**src/rtl/argmax_layer_pkg.sv**
```systemverilog
// Shared fixed-point definitions for the network layers, plus the argmax FSM states.
package argmax_layer_pkg;

  localparam int INTEGER_WIDTH  = 8;
  localparam int FRACTION_WIDTH = 8;

  typedef logic signed [INTEGER_WIDTH-1:-FRACTION_WIDTH] fixed_t;

  typedef enum logic [1:0] {
    ACT_LINEAR,
    ACT_RELU,
    ACT_SIGMOID
  } activation_type;

  typedef enum logic [1:0] {
    IDLE,
    SCAN,
    DONE
  } argmax_state_t;

endpackage

```
**src/rtl/argmax_layer.sv**
```systemverilog
// Classification stage: snapshots all scores on a rising inputs_ready, scans them one per
// cycle and reports the index and value of the largest signed score.
module argmax_layer
  import argmax_layer_pkg::*;
#(
  parameter int NUM_INPUTS  = 10,
  parameter int INDEX_WIDTH = $clog2(NUM_INPUTS)
) (
  input  logic                   clock,
  input  logic                   reset,
  input  logic                   inputs_ready,
  input  fixed_t                 inputs [NUM_INPUTS],
  output logic                   outputs_ready,
  output logic [INDEX_WIDTH-1:0] max_index,
  output fixed_t                 max_value,
  output logic                   busy
);

  localparam logic [INDEX_WIDTH-1:0] LAST_INDEX = INDEX_WIDTH'(NUM_INPUTS - 1);
  localparam logic [INDEX_WIDTH-1:0] ONE        = INDEX_WIDTH'(1);

  argmax_state_t          state_q, state_d;
  logic                   inputs_ready_q;
  logic                   start;
  fixed_t                 buffer_q [NUM_INPUTS];
  fixed_t                 buffer_d [NUM_INPUTS];
  fixed_t                 best_value_q, best_value_d;
  logic [INDEX_WIDTH-1:0] best_index_q, best_index_d;
  logic [INDEX_WIDTH-1:0] counter_q, counter_d;
  logic                   publish_q, publish_d;
  logic                   outputs_ready_q, outputs_ready_d;
  logic [INDEX_WIDTH-1:0] max_index_q, max_index_d;
  fixed_t                 max_value_q, max_value_d;
  logic                   busy_q, busy_d;

  // A level held high only counts once; edges arriving mid-scan are swallowed here too.
  assign start = inputs_ready && !inputs_ready_q;

  always_ff @(posedge clock) begin
    if (!reset) begin
      state_q <= IDLE;
    end else begin
      state_q <= state_d;
    end
  end

  always_comb begin
    state_d = state_q;
    unique case (state_q)
      IDLE, DONE: if (start) state_d = SCAN;
      SCAN:       if (counter_q == LAST_INDEX) state_d = DONE;
      default:    state_d = IDLE;
    endcase
  end

  // Results are published on the first cycle spent in DONE, one cycle after the last compare.
  always_comb begin
    buffer_d        = buffer_q;
    best_value_d    = best_value_q;
    best_index_d    = best_index_q;
    counter_d       = counter_q;
    publish_d       = publish_q;
    outputs_ready_d = outputs_ready_q;
    max_index_d     = max_index_q;
    max_value_d     = max_value_q;
    busy_d          = busy_q;
    unique case (state_q)
      IDLE, DONE: begin
        if (start) begin
          buffer_d        = inputs;
          best_value_d    = inputs[0];
          best_index_d    = '0;
          counter_d       = ONE;
          publish_d       = 1'b0;
          outputs_ready_d = 1'b0;
          busy_d          = 1'b1;
        end else if (publish_q) begin
          max_index_d     = best_index_q;
          max_value_d     = best_value_q;
          outputs_ready_d = 1'b1;
          busy_d          = 1'b0;
          publish_d       = 1'b0;
        end
      end
      SCAN: begin
        if (buffer_q[counter_q] > best_value_q) begin
          best_value_d = buffer_q[counter_q];
          best_index_d = counter_q;
        end
        counter_d = counter_q + ONE;
        if (counter_q == LAST_INDEX) publish_d = 1'b1;
      end
      default: ;
    endcase
  end

  always_ff @(posedge clock) begin
    if (!reset) begin
      inputs_ready_q  <= 1'b0;
      for (int i = 0; i < NUM_INPUTS; i++) buffer_q[i] <= '0;
      best_value_q    <= '0;
      best_index_q    <= '0;
      counter_q       <= '0;
      publish_q       <= 1'b0;
      outputs_ready_q <= 1'b0;
      max_index_q     <= '0;
      max_value_q     <= '0;
      busy_q          <= 1'b0;
    end else begin
      inputs_ready_q  <= inputs_ready;
      buffer_q        <= buffer_d;
      best_value_q    <= best_value_d;
      best_index_q    <= best_index_d;
      counter_q       <= counter_d;
      publish_q       <= publish_d;
      outputs_ready_q <= outputs_ready_d;
      max_index_q     <= max_index_d;
      max_value_q     <= max_value_d;
      busy_q          <= busy_d;
    end
  end

  assign outputs_ready = outputs_ready_q;
  assign max_index     = max_index_q;
  assign max_value     = max_value_q;
  assign busy          = busy_q;

endmodule

```
**config.mk**
```make
export PLATFORM = sky130hd
export DESIGN_NAME = argmax_layer
export DESIGN_NICKNAME = d
export VERILOG_FILES = /design/src/rtl/argmax_layer_pkg.sv /design/src/rtl/argmax_layer.sv
export SDC_FILE = /design/constraint.sdc
export NUM_CORES = 1
export LEC_CHECK = 0
export ABC_AREA = 1
export BUFFER_PORTS_ARGS = -buffer_cell sky130_fd_sc_hd__buf_2
export CORE_MARGIN = 3
export CORE_UTILIZATION = 60
export DETAILED_ROUTE_END_ITERATION = 10
export PLACE_DENSITY = 0.86
export SLEW_MARGIN = 40
export SYNTH_ARGS = -nofsm -noshare
export SYNTH_HDL_FRONTEND = slang
export SYNTH_SLANG_ARGS = --single-unit
```
**constraint.sdc**
```tcl
create_clock -name clock -period 7 [get_ports clock]
set_input_delay 0 -clock clock [delete_from_list [all_inputs] [get_ports clock]]
set_output_delay 0 -clock clock [all_outputs]
set_load 0.05 [all_outputs]
```
==> results of run 1 <==
## what timing repair did
item,4_1_cts,5_1_grt
hold buffers,161,0
setup endpoints to repair,0,0
hold endpoints to repair,177,0
## critical path, stage by stage (launching register included)
cell and delay, ns:
dfxtp_4 0.64, buf_4 0.64, nand2_1 0.12, o211ai_1 0.12, nand3_1 0.10, nand3_1 0.22
nand2_1 0.15, ha_1 0.36, nand2_1 0.07, nor2_1 0.14, and2_1 0.18, nand2_1 0.08
nand3_1 0.09, nand3_2 0.61, a21oi_1 0.42, nor2_1 0.08
## power breakdown
part / switching, µW / internal, µW / total, µW
Sequential: 53.9 / 1300 / 1350
Clock: 479 / 646 / 1120
Combinational: 396 / 249 / 646
## cell families after synthesis
| logic type | count (synthesis) | share of synthesized area, % |
|---|---|---|
| buf+inv | 225 | 9.97 |
| simple gates | 434 | 18.7 |
| flops | 210 | 44.6 |
| compound gates | 447 | 24.3 |
| fa+ha+maj | 18 | 2.39 |
## area by class of cell
class	count	area [µm²]	share of cell area [%]
Antenna cell	2	5.00	0.0400
Sequential cell	210	4210	33.7
Multi-Input combinational cell	899	4290	34.4
Timing Repair Buffer	349	2570	20.6
Clock inverter	6	61.3	0.491
Clock buffer	31	614	4.92
Tap cell	211	264	2.11
Inverter	123	474	3.79
## metal layers
layer	part of all wire [%]	up-vias	GRT usage, %
li1	-	4921	-
met1	37	4862	46.2
met2	47	732	64.0
met3	9.1	194	7.31
met4	7.0	0	23.3
met5	0	-	0
## sequential cells by signal (all words and copies together), names as in the netlist
name	cells
best_index_q	4
best_value_q	16
buffer_q	160
busy	1
counter_q	4
inputs_ready_q	1
max_index	4
max_value	16
outputs_ready	1
publish_q	1
state_q	2
## final timing paths
path	startpoint	to	slack, ns	depth (start not counted)
worst max-delay path	counter_q[0]$_SDFFE_PN0P_	best_value_q[9]$_SDFFE_PN0P_	2.79	15
worst min-delay path	reset	buffer_q[15]$_SDFFE_PN0P_	0.04	3
worst max register to register	counter_q[0]$_SDFFE_PN0P_	best_value_q[9]$_SDFFE_PN0P_	2.79	15
worst min register to register	buffer_q[24]$_SDFFE_PN0P_	buffer_q[24]$_SDFFE_PN0P_	0.45	2
## synth_stat cells
cell and instances:
nor3_4 1, nor2_4 1, nor2_8 1, inv_2 8, a31oi_1 1, buf_2 28, and2_1 1, nand2_1 160
nand3_1 72, dfxtp_1 210, buf_6 3, o21ai_0 242, a221oi_1 1, a21o_1 1, o22ai_1 1, o21ai_1 5
nand3_2 1, clkbuf_1 59, a31oi_2 1, buf_1 2, inv_1 115, buf_4 10, a21oi_1 178, ha_1 18
o211ai_1 17, nor2_1 197
## cells in the final DEF, fill, tap and decap left out, types with 2 or more instances in the layout
master and count:
dfxtp_1 207, ha_1 18, buf_6 2, clkbuf_16 22, nand2_1 160, clkinv_2 3, nand3_1 72, nor2_4 2
nor2_1 196, o21ai_1 5, o21ai_0 242, a21oi_1 178, buf_4 3, diode_2 2, dfxtp_4 2, inv_2 7
buf_2 183, dlygate4sd3_1 161, inv_1 115, clkbuf_8 3, clkbuf_1 6, o211ai_1 17
## metrics by stage
stage               cell area, µm²  utilization [%]  std cells  power (µW)
global placement             10200             66.5       1631        1880
floorplan                     9430                -       1334        1750
global route                 12500             81.6       1831        3250
detailed placement           10200             66.6       1631        1900
CTS                          12500             81.5       1829        3070
finish                       12500             81.6       1831        3120
==> results.md, run 1 <==
- Max_slew headroom: 44.5%
- Worst setup margin: 2.79 ns
- IO Count: 185
- ANT nets after route: 0
- Detailed Place HPWL: 17300 µm
- GP Congestion: 0.991
- Worst slew pin tran: 0.832 ns
- FILL cells: 968
- Vias in the first global route: 10490
- DRT iter0 DRCs: 1395
- Die area: 0.0173 mm²
- Die Height: 131 µm
- DR pass1 iterations: 7
- Peak VDD IR: 194 µV
- CTS tree: done
- Maxcap violations: 0
- CP Class: reg2reg
- Core box area: 0.0153 mm²
- # nets final: 1785
- Clock transition at path regs: 0.06 ns
- FF+latch count, synth: 210
- Worst-path fanout max: 81
- Initial antenna violation count: 2
- Global-route wire length before repair: 54000 µm
- Post-CTS Repair Setup Buffers: 0
- Area share of the largest cell type after synthesis: 44.6%
- TNS Setup: 0 ns
- Starting density of the core: 61.6%
- Htree depth: 1
- Min-Delay Path Class: in2reg
- Synth area leaders: dfxtp_1, o21ai_0, a21oi_1, nor2_1, nand2_1
- Register area share after synthesis: 44.6%
- Grt total ovfl: 0
- Post-Syn Area: 0.00943 mm²
- Layout cells sized above 1: 14.6%
- Synth area leader: dfxtp_1
- Synth-to-layout area growth: 32.5%
- Mean post-synth cell area: 7.07 µm²
- Die Span X: 131 µm
- WHS: 0.0449 ns
- Routed WL per cell: 18.6 µm
- Port Buffers: 184
- Worst skew pair latency: 0.52 ns
- CP arrival: 4.59 ns
- Setup violations, final: 0
- Worst setup SP type: register
- Clock Sinks: 210
- CP Capture Type: register
- Highest clock rate: 238 MHz
- Synthesis Warnings: 0
- CTS Buffer Depth: 3
- CTS Root Cell: clkbuf_16
- Clock skew: 0.0249 ns
- Min Tclk post-route: 4.21 ns
- Leak Pwr: 0.00556 µW
- Largest net degree at the start of global routing: 197
- Critical Path RT: 7.38 ns
- Post_cts resized: 0
- Syn Inst Count: 1334
- Pwr Density: 250 mW/mm²
- Final Hold Vio Count: 0
- Drt total wl: 34100 µm
- GRT Resource Usage Total: 38.4%
- Via count: 10709
- Vias/cell: 5.85
- Final period util: 60.1%
- RSZ-0062 raised after global routing: no
- Number of distinct library cells after synthesis: 26
- Synth Net Count: 1515
- Post-place setup slack: 3.09 ns
- Status: finished clean
- DRC viols: 0
- Site Rows: 45
- Total CTS buffers: 21
- Pins Over Slew Limit: 0
Note: power is estimated with default switching activity, not from simulation.
==> run 2: changes to the inputs <==
--- a/config.mk
+++ b/config.mk
@@ -8,9 +8,9 @@
 export ABC_AREA = 1
 export BUFFER_PORTS_ARGS = -buffer_cell sky130_fd_sc_hd__buf_2
 export CORE_MARGIN = 3
-export CORE_UTILIZATION = 60
+export CORE_UTILIZATION = 55
 export DETAILED_ROUTE_END_ITERATION = 10
-export PLACE_DENSITY = 0.86
+export PLACE_DENSITY = 0.8
 export SLEW_MARGIN = 40
 export SYNTH_ARGS = -nofsm -noshare
 export SYNTH_HDL_FRONTEND = slang
==> constraint.sdc (replaced) <==
create_clock -name clock -period 4.3 [get_ports clock]
set_input_delay 0 -clock clock [delete_from_list [all_inputs] [get_ports clock]]
set_output_delay 0 -clock clock [all_outputs]
set_load 0.05 [all_outputs]
==> run 2 against run 1 <==
  * Register-to-register slack worse by 1.9 ns
  * Fmax up 23%
  * Flip-flop and latch count did not move
  * Sequential share of layout area down 0.20 points
  * Critical path depth unchanged
  * Total power is 62% higher
  * Count of clock-buffer cells in the layout rose by 1
  * Wire length is 6.1% lower
  * Clock power up 64%
  * Critical endpoint is now best_value_q[12]$_SDFFE_PN0P_
==> results.md, run 2 (synthesized netlist as in run 1, its figures left out) <==
- Crit-path cells: buf_4 -> o211ai_1 -> nand3_1 -> nand3_1 -> nand2_1 -> ha_1 -> a21oi_1 -> nand2_1 -> a21oi_1 -> nand3_1 -> nand3_2 -> buf_4 -> nand3_1 -> nand2_1 -> nor2_1
- Port Buffers: 184 (unchanged)
- Placement Cell Area: 0.0103 mm² (+0.55%)
- Layout cells sized above 1: 15.0% (+0.38 points)
- GRT Resource Usage Total: 33.4% (-5.1 points)
- Die Span X: 137 µm (+4.2%)
- DR pass1 iterations: 6 (-1)
- Max_slew headroom: 38.4% (-6.1 points)
- Min Tclk post-route: 3.41 ns (-0.796 ns)
- Initial antenna violation count: 1 (-1)
- Grt total ovfl: 0 (unchanged)
- CP dominant cell by count: nand3_1
- Max reg flops: 160 (unchanged)
- DRT iter0 DRCs: 997 (-29%)
- Synth-to-layout area growth: 33.2%
- Core box area: 0.0167 mm² (+9.1%)
- Htree depth: 1 (unchanged)
- Worst slew pin tran: 0.924 ns (+0.0919 ns)
- Max stage delay on crit path: 0.70 ns (+0.06 ns)
- ANT nets after route: 0 (unchanged)
- Vias/cell: 5.60 (-4.3%)
- Site Rows: 47 (+4.4%)
- Worst skew pair latency: 0.50 ns (-0.02 ns)
- Min-Delay Path Class: in2reg
- Final core occ: 75.2% (-6.4 points)
- Post_cts resized: 0 (unchanged)
- CP Class: reg2reg
- Die Height: 137 µm (+4.2%)
- Pins Over Slew Limit: 0 (unchanged)
- IO Count: 185 (unchanged)
- CTS Buffer Depth: 3 (unchanged)
- Final Hold Vio Count: 0 (unchanged)
- Largest Register: buffer_q
- Drt total wl: 32000 µm (-6.1%)
- GP Congestion: 0.949 (-4.2%)
- Worst-path fanout max: 32 (-60%)
- Clock Sinks: 210 (unchanged)
- Reg2reg setup slack: 0.89 ns (-1.90 ns)
- Routed WL per cell: 17.4 µm (-6.8%)
- Peak VDD IR: 291 µV (+50%)
- RSZ-0062 raised after global routing: no
- Largest net degree at the start of global routing: 218 (+11%)
- Fin area: 0.0126 mm² (+0.52%)
- CTS tree: done
- # nets final: 1790 (+0.28%)
- Worst setup SP type: register
- Commonest non-fill, non-tap cell in the layout: o21ai_0
- TNS Setup: 0 ns (unchanged)
- CTS Root Cell: clkbuf_16
- Total CTS buffers: 22 (+4.8%)
- Pwr Density: 403 mW/mm² (+61%)
- Clock skew: 0.0144 ns (-0.0105 ns)
- Detailed Place HPWL: 18100 µm (+4.3%)
- Leak Pwr: 0.00560 µW (+0.70%)
- Clock transition at path regs: 0.06 ns (about the same)
- Via count: 10328 (-3.6%)
- Starting density of the core: 56.5% (-5.1 points)
- Vias in the first global route: 9981 (-4.9%)
- Die area: 0.0188 mm² (+8.7%)
- Final period util: 79.4% (+19 points)
- FILL cells: 1243 (+28%)
- CP arrival: 3.80 ns (-0.79 ns)
- Status: finished clean
- Critical Path RT: 4.69 ns (-2.69 ns)
- Commonest cells after routing, fill and taps aside: o21ai_0, dfxtp_1, nor2_1
- Slowest cell on crit path: dfxtp_2
- Maxcap violations: 0 (unchanged)
- DRC viols: 0 (unchanged)
- Highest clock rate: 293 MHz (+23%)
- Global-route wire length before repair: 49700 µm (-7.9%)
- Setup violations, final: 0 (unchanged)
- CP Capture Type: register
==> run 2: cell count changes in the layout (fill, tap and decap cells not counted), sizes merged <==
cell and delta:
buf +4, bufinv -1, clkbuf +1, clkinv +2, diode -1
==> run 2: report_power, final <==
group / total, µW / switching, µW / leakage, µW / internal (µW)
sequential: 2180 / 71.5 / 0.00173 / 2110
clock: 1840 / 776 / 0.000348 / 1060
combinational: 1050 / 636 / 0.00352 / 410
==> run 2: layout make-up <==
class	instances	area, µm²	area share, %
inverters	123	474	3.77
diodes	1	2.50	0.0199
multi-input cells	899	4290	34.2
clock inverters	7	37.5	0.299
clock buffers	32	659	5.25
repair buffers	353	2610	20.8
well taps	220	275	2.19
flip-flops and latches	210	4210	33.5
==> run 2: timing repair <==
item	CTS	global route
buffers inserted	0	0
hold endpoints to repair	177	0
hold buffers	161	0
==> run 2: critical path, delay by kind of cell (launching register included) <==
family | cells | cell delay, ns
compound gates | 3 | 0.53
fa+ha+maj | 1 | 0.27
simple gates | 9 | 1.07
flops | 1 | 0.70
buf+inv | 2 | 0.73
==> run 2: stage by stage <==
step	worst slack, ns	hold slack, ns	cells	power [µW]
after floorplan	1.88	0.0935	1334	2850
after global placement	1.10	0.195	1644	3070
after detailed placement	1.05	0.202	1644	3100
after CTS	0.993	0.0195	1844	5020
after global routing	0.585	0.0619	1845	5280
final	0.886	0.0308	1845	5070
==> run 2: per-layer routing <==
| metal | up-vias | part of all wire [%] | GRT usage, % |
|---|---|---|---|
| li1 | 4947 | - | - |
| met1 | 4635 | 39 | 41.7 |
| met2 | 616 | 48 | 56.9 |
| met3 | 130 | 8.6 | 5.00 |
| met4 | 0 | 4.9 | 15.2 |
| met5 | - | 0 | 0 |
==> run 2: worst paths after layout <==
kind / start / endpoint / cells past startpoint
setup / recovery: counter_q[1]$_SDFFE_PN0P_ / best_value_q[12]$_SDFFE_PN0P_ / 15
hold / removal: reset / inputs_ready_q$_SDFF_PN0_ / 3
setup reg to reg: counter_q[1]$_SDFFE_PN0P_ / best_value_q[12]$_SDFFE_PN0P_ / 15
hold reg to reg: buffer_q[27]$_SDFFE_PN0P_ / buffer_q[27]$_SDFFE_PN0P_ / 2
==> run 3: changes to the inputs <==
==> constraint.sdc (replaced) <==
create_clock -name clock -period 3.5 [get_ports clock]
set_input_delay 0 -clock clock [delete_from_list [all_inputs] [get_ports clock]]
set_output_delay 0 -clock clock [all_outputs]
set_load 0.05 [all_outputs]
==> run 3 against run 2 <==
  * Critical endpoint is now best_value_q[14]$_SDFFE_PN0P_
  * Final cell count up 0.33%
  * Flip-flop and latch count did not move
  * Worst setup slack got worse by 0.45 ns
==> results.md, run 3 (synthesized netlist as in run 1, its figures left out) <==
- Status: finished clean
- Final period util: 87.5% (+8.1 points)
- Placed Cells incl. Taps: 1653 (+0.55%)
- Min Tclk post-route: 3.06 ns (-0.352 ns)
- WHS: 0.0856 ns (+0.0548 ns)
- DRC viols: 0 (unchanged)
- CP delay by family, top: simple AND/OR/NAND/NOR gates
- CP Capture Type: register
- Starting density of the core: 56.5% (unchanged)
- Global-route wire length before repair: 49200 µm (-1.2%)
- Site Rows: 47 (unchanged)
- DRT iter0 DRCs: 980 (-1.7%)
- Initial antenna violation count: 2 (+1)
- Synth-to-layout area growth: 33.7%
- Largest net degree at the start of global routing: 183 (-16%)
- CTS tree: done
- # nets final: 1798 (+0.45%)
- Commonest cells after routing, fill and taps aside: o21ai_0, dfxtp_1, nor2_1
- Leak Pwr: 0.00562 µW (+0.40%)
- Core box area: 0.0167 mm² (unchanged)
- Buf/Inv on CP: 3 (+1)
- DR pass1 iterations: 9 (+3)
- Hold Crit Depth: 3 (unchanged)
- Port Buffers: 184 (unchanged)
- Maxcap violations: 0 (unchanged)
- Htree depth: 1 (unchanged)
- Largest Register: buffer_q
- Clock Sinks: 210 (unchanged)
- IO Count: 185 (unchanged)
- Final Hold Vio Count: 0 (unchanged)
- Highest clock rate: 327 MHz (+11%)
- ANT nets after route: 0 (unchanged)
- Vias in the first global route: 9766 (-2.2%)
- R2R cell count: 18 (+3)
- GRT Resource Usage Total: 33.0% (-0.33 points)
- Peak VDD IR: 357 µV (+23%)
- CP Depth: 18 (+3)
- Total CTS buffers: 21 (-4.5%)
- Max_slew headroom: 47.2% (+8.8 points)
- Grt total ovfl: 0 (unchanged)
- CP Class: reg2reg
- Vias/cell: 5.55 (-0.86%)
- GP Congestion: 0.933 (-1.8%)
- Setup violations, final: 0 (unchanged)
- Max stage delay on crit path: 0.55 ns (-0.15 ns)
- RSZ-0062 raised after global routing: no
- Clock skew: 0.00848 ns (-0.00596 ns)
- Die Height: 137 µm (unchanged)
- Critical Path RT: 3.89 ns (-0.80 ns)
- Crit-path cells: buf_4 -> nor3_4 -> nand2_1 -> nand2_1 -> ha_1 -> nand2_1 -> inv_1 -> nand2_1 -> nand2_1 -> nand2_1 -> nand2_1 -> nand2_1 -> nand3_1 -> nand3_2 -> buf_4 -> nand3_1 -> nand2_1 -> nor2_1
- Post_cts resized: 0 (unchanged)
- Final core occ: 75.5% (+0.25 points)
- Die area: 0.0188 mm² (unchanged)
- Clock transition at path regs: 0.06 ns (about the same)
- CTS Buffer Depth: 3 (unchanged)
- Via count: 10272 (-0.54%)
- Finished Layout Cells: 1851 (+0.33%)
- Die Span X: 137 µm (unchanged)
- Worst skew pair latency: 0.50 ns (about the same)
- Layout cells sized above 1: 15.3% (+0.38 points)
- Min-Delay Path Class: in2reg
- Max reg flops: 160 (unchanged)
- Drt total wl: 32000 µm (about the same)
- Worst setup margin: 0.437 ns (-0.448 ns)
- Commonest non-fill, non-tap cell in the layout: o21ai_0
- TNS Setup: 0 ns (unchanged)
- Worst setup SP type: register
- Pwr Density: 494 mW/mm² (+22%)
- FILL cells: 1180 (-5.1%)
- Worst slew pin tran: 0.792 ns (-0.133 ns)
- Worst-path fanout max: 20 (-38%)
- Slowest cell on crit path: nor3_4
- Routed WL per cell: 17.3 µm (-0.30%)
- Pins Over Slew Limit: 0 (unchanged)
- CP arrival: 3.45 ns (-0.35 ns)
- CP dominant cell by count: nand2_1
- Detailed Place HPWL: 18200 µm (+0.52%)
- CTS Root Cell: clkbuf_16
- Post-place setup slack: 0.328 ns (-0.721 ns)
[run 3: changes by cell type in the layout (fill, tap and decap cells not counted), sizes merged]
cell / before / now
clkbuf: 32 / 27
inv: 123 / 122
diode: 1 / 2
buf: 192 / 201
bufinv: 0 / 2
clkinvlp: 1 / 2
clkinv: 6 / 5
[run 3: path summary, 6_finish.rpt]
path | startpoint | to | slack, ns
hold reg to reg | buffer_q[42]$_SDFFE_PN0P_ | buffer_q[42]$_SDFFE_PN0P_ | 0.45
hold / removal | reset | best_value_q[10]$_SDFFE_PN0P_ | 0.09
setup / recovery | counter_q[1]$_SDFFE_PN0P_ | best_value_q[14]$_SDFFE_PN0P_ | 0.44
setup reg to reg | counter_q[1]$_SDFFE_PN0P_ | best_value_q[14]$_SDFFE_PN0P_ | 0.44
[run 3: per-stage QoR]
step                      total power [µW]  instance area, µm²
final                                 6220               12600
after global routing                  6490               12600
after CTS                             6170               12600
after detailed placement              3820               10300
after global placement                3780               10300
after floorplan                       3510                9430
[run 3: layout make-up]
cell class / count / area [µm²] / area share (%)
repair buffers: 362 / 2680 / 21.2
clock inverters: 8 / 98.8 / 0.784
well taps: 220 / 275 / 2.18
diodes: 2 / 5.00 / 0.0397
flip-flops and latches: 210 / 4210 / 33.4
multi-input cells: 899 / 4290 / 34.0
clock buffers: 27 / 578 / 4.59
inverters: 123 / 474 / 3.76
[run 3: worst min-delay path: cells and delay by family]
family / cells / cell delay, ns
and+or+nand+nor: 2 / 0.20
buffers and inverters: 1 / 0.32
[run 3: repair_timing]
action / in CTS / in global routing
hold buffers: 161 / 0
setup buffers: 0 / 0
endpoints found under the hold margin: 177 / 0
[run 3: per-layer routing]
metal	vias up	track usage (%)	wire (µm)
met1	4631	40.9	12400
met4	0	17.4	1760
met5	-	0	0
met2	554	55.2	15100
met3	140	5.40	2750
li1	4947	-	-
[run 3: report_power, final]
part	switching [µW]	leakage (µW)	internal [µW]	total (µW)
Sequential	88.4	0.00173	2590	2680
Clock	943	0.000328	1310	2260
Combinational	773	0.00356	511	1280
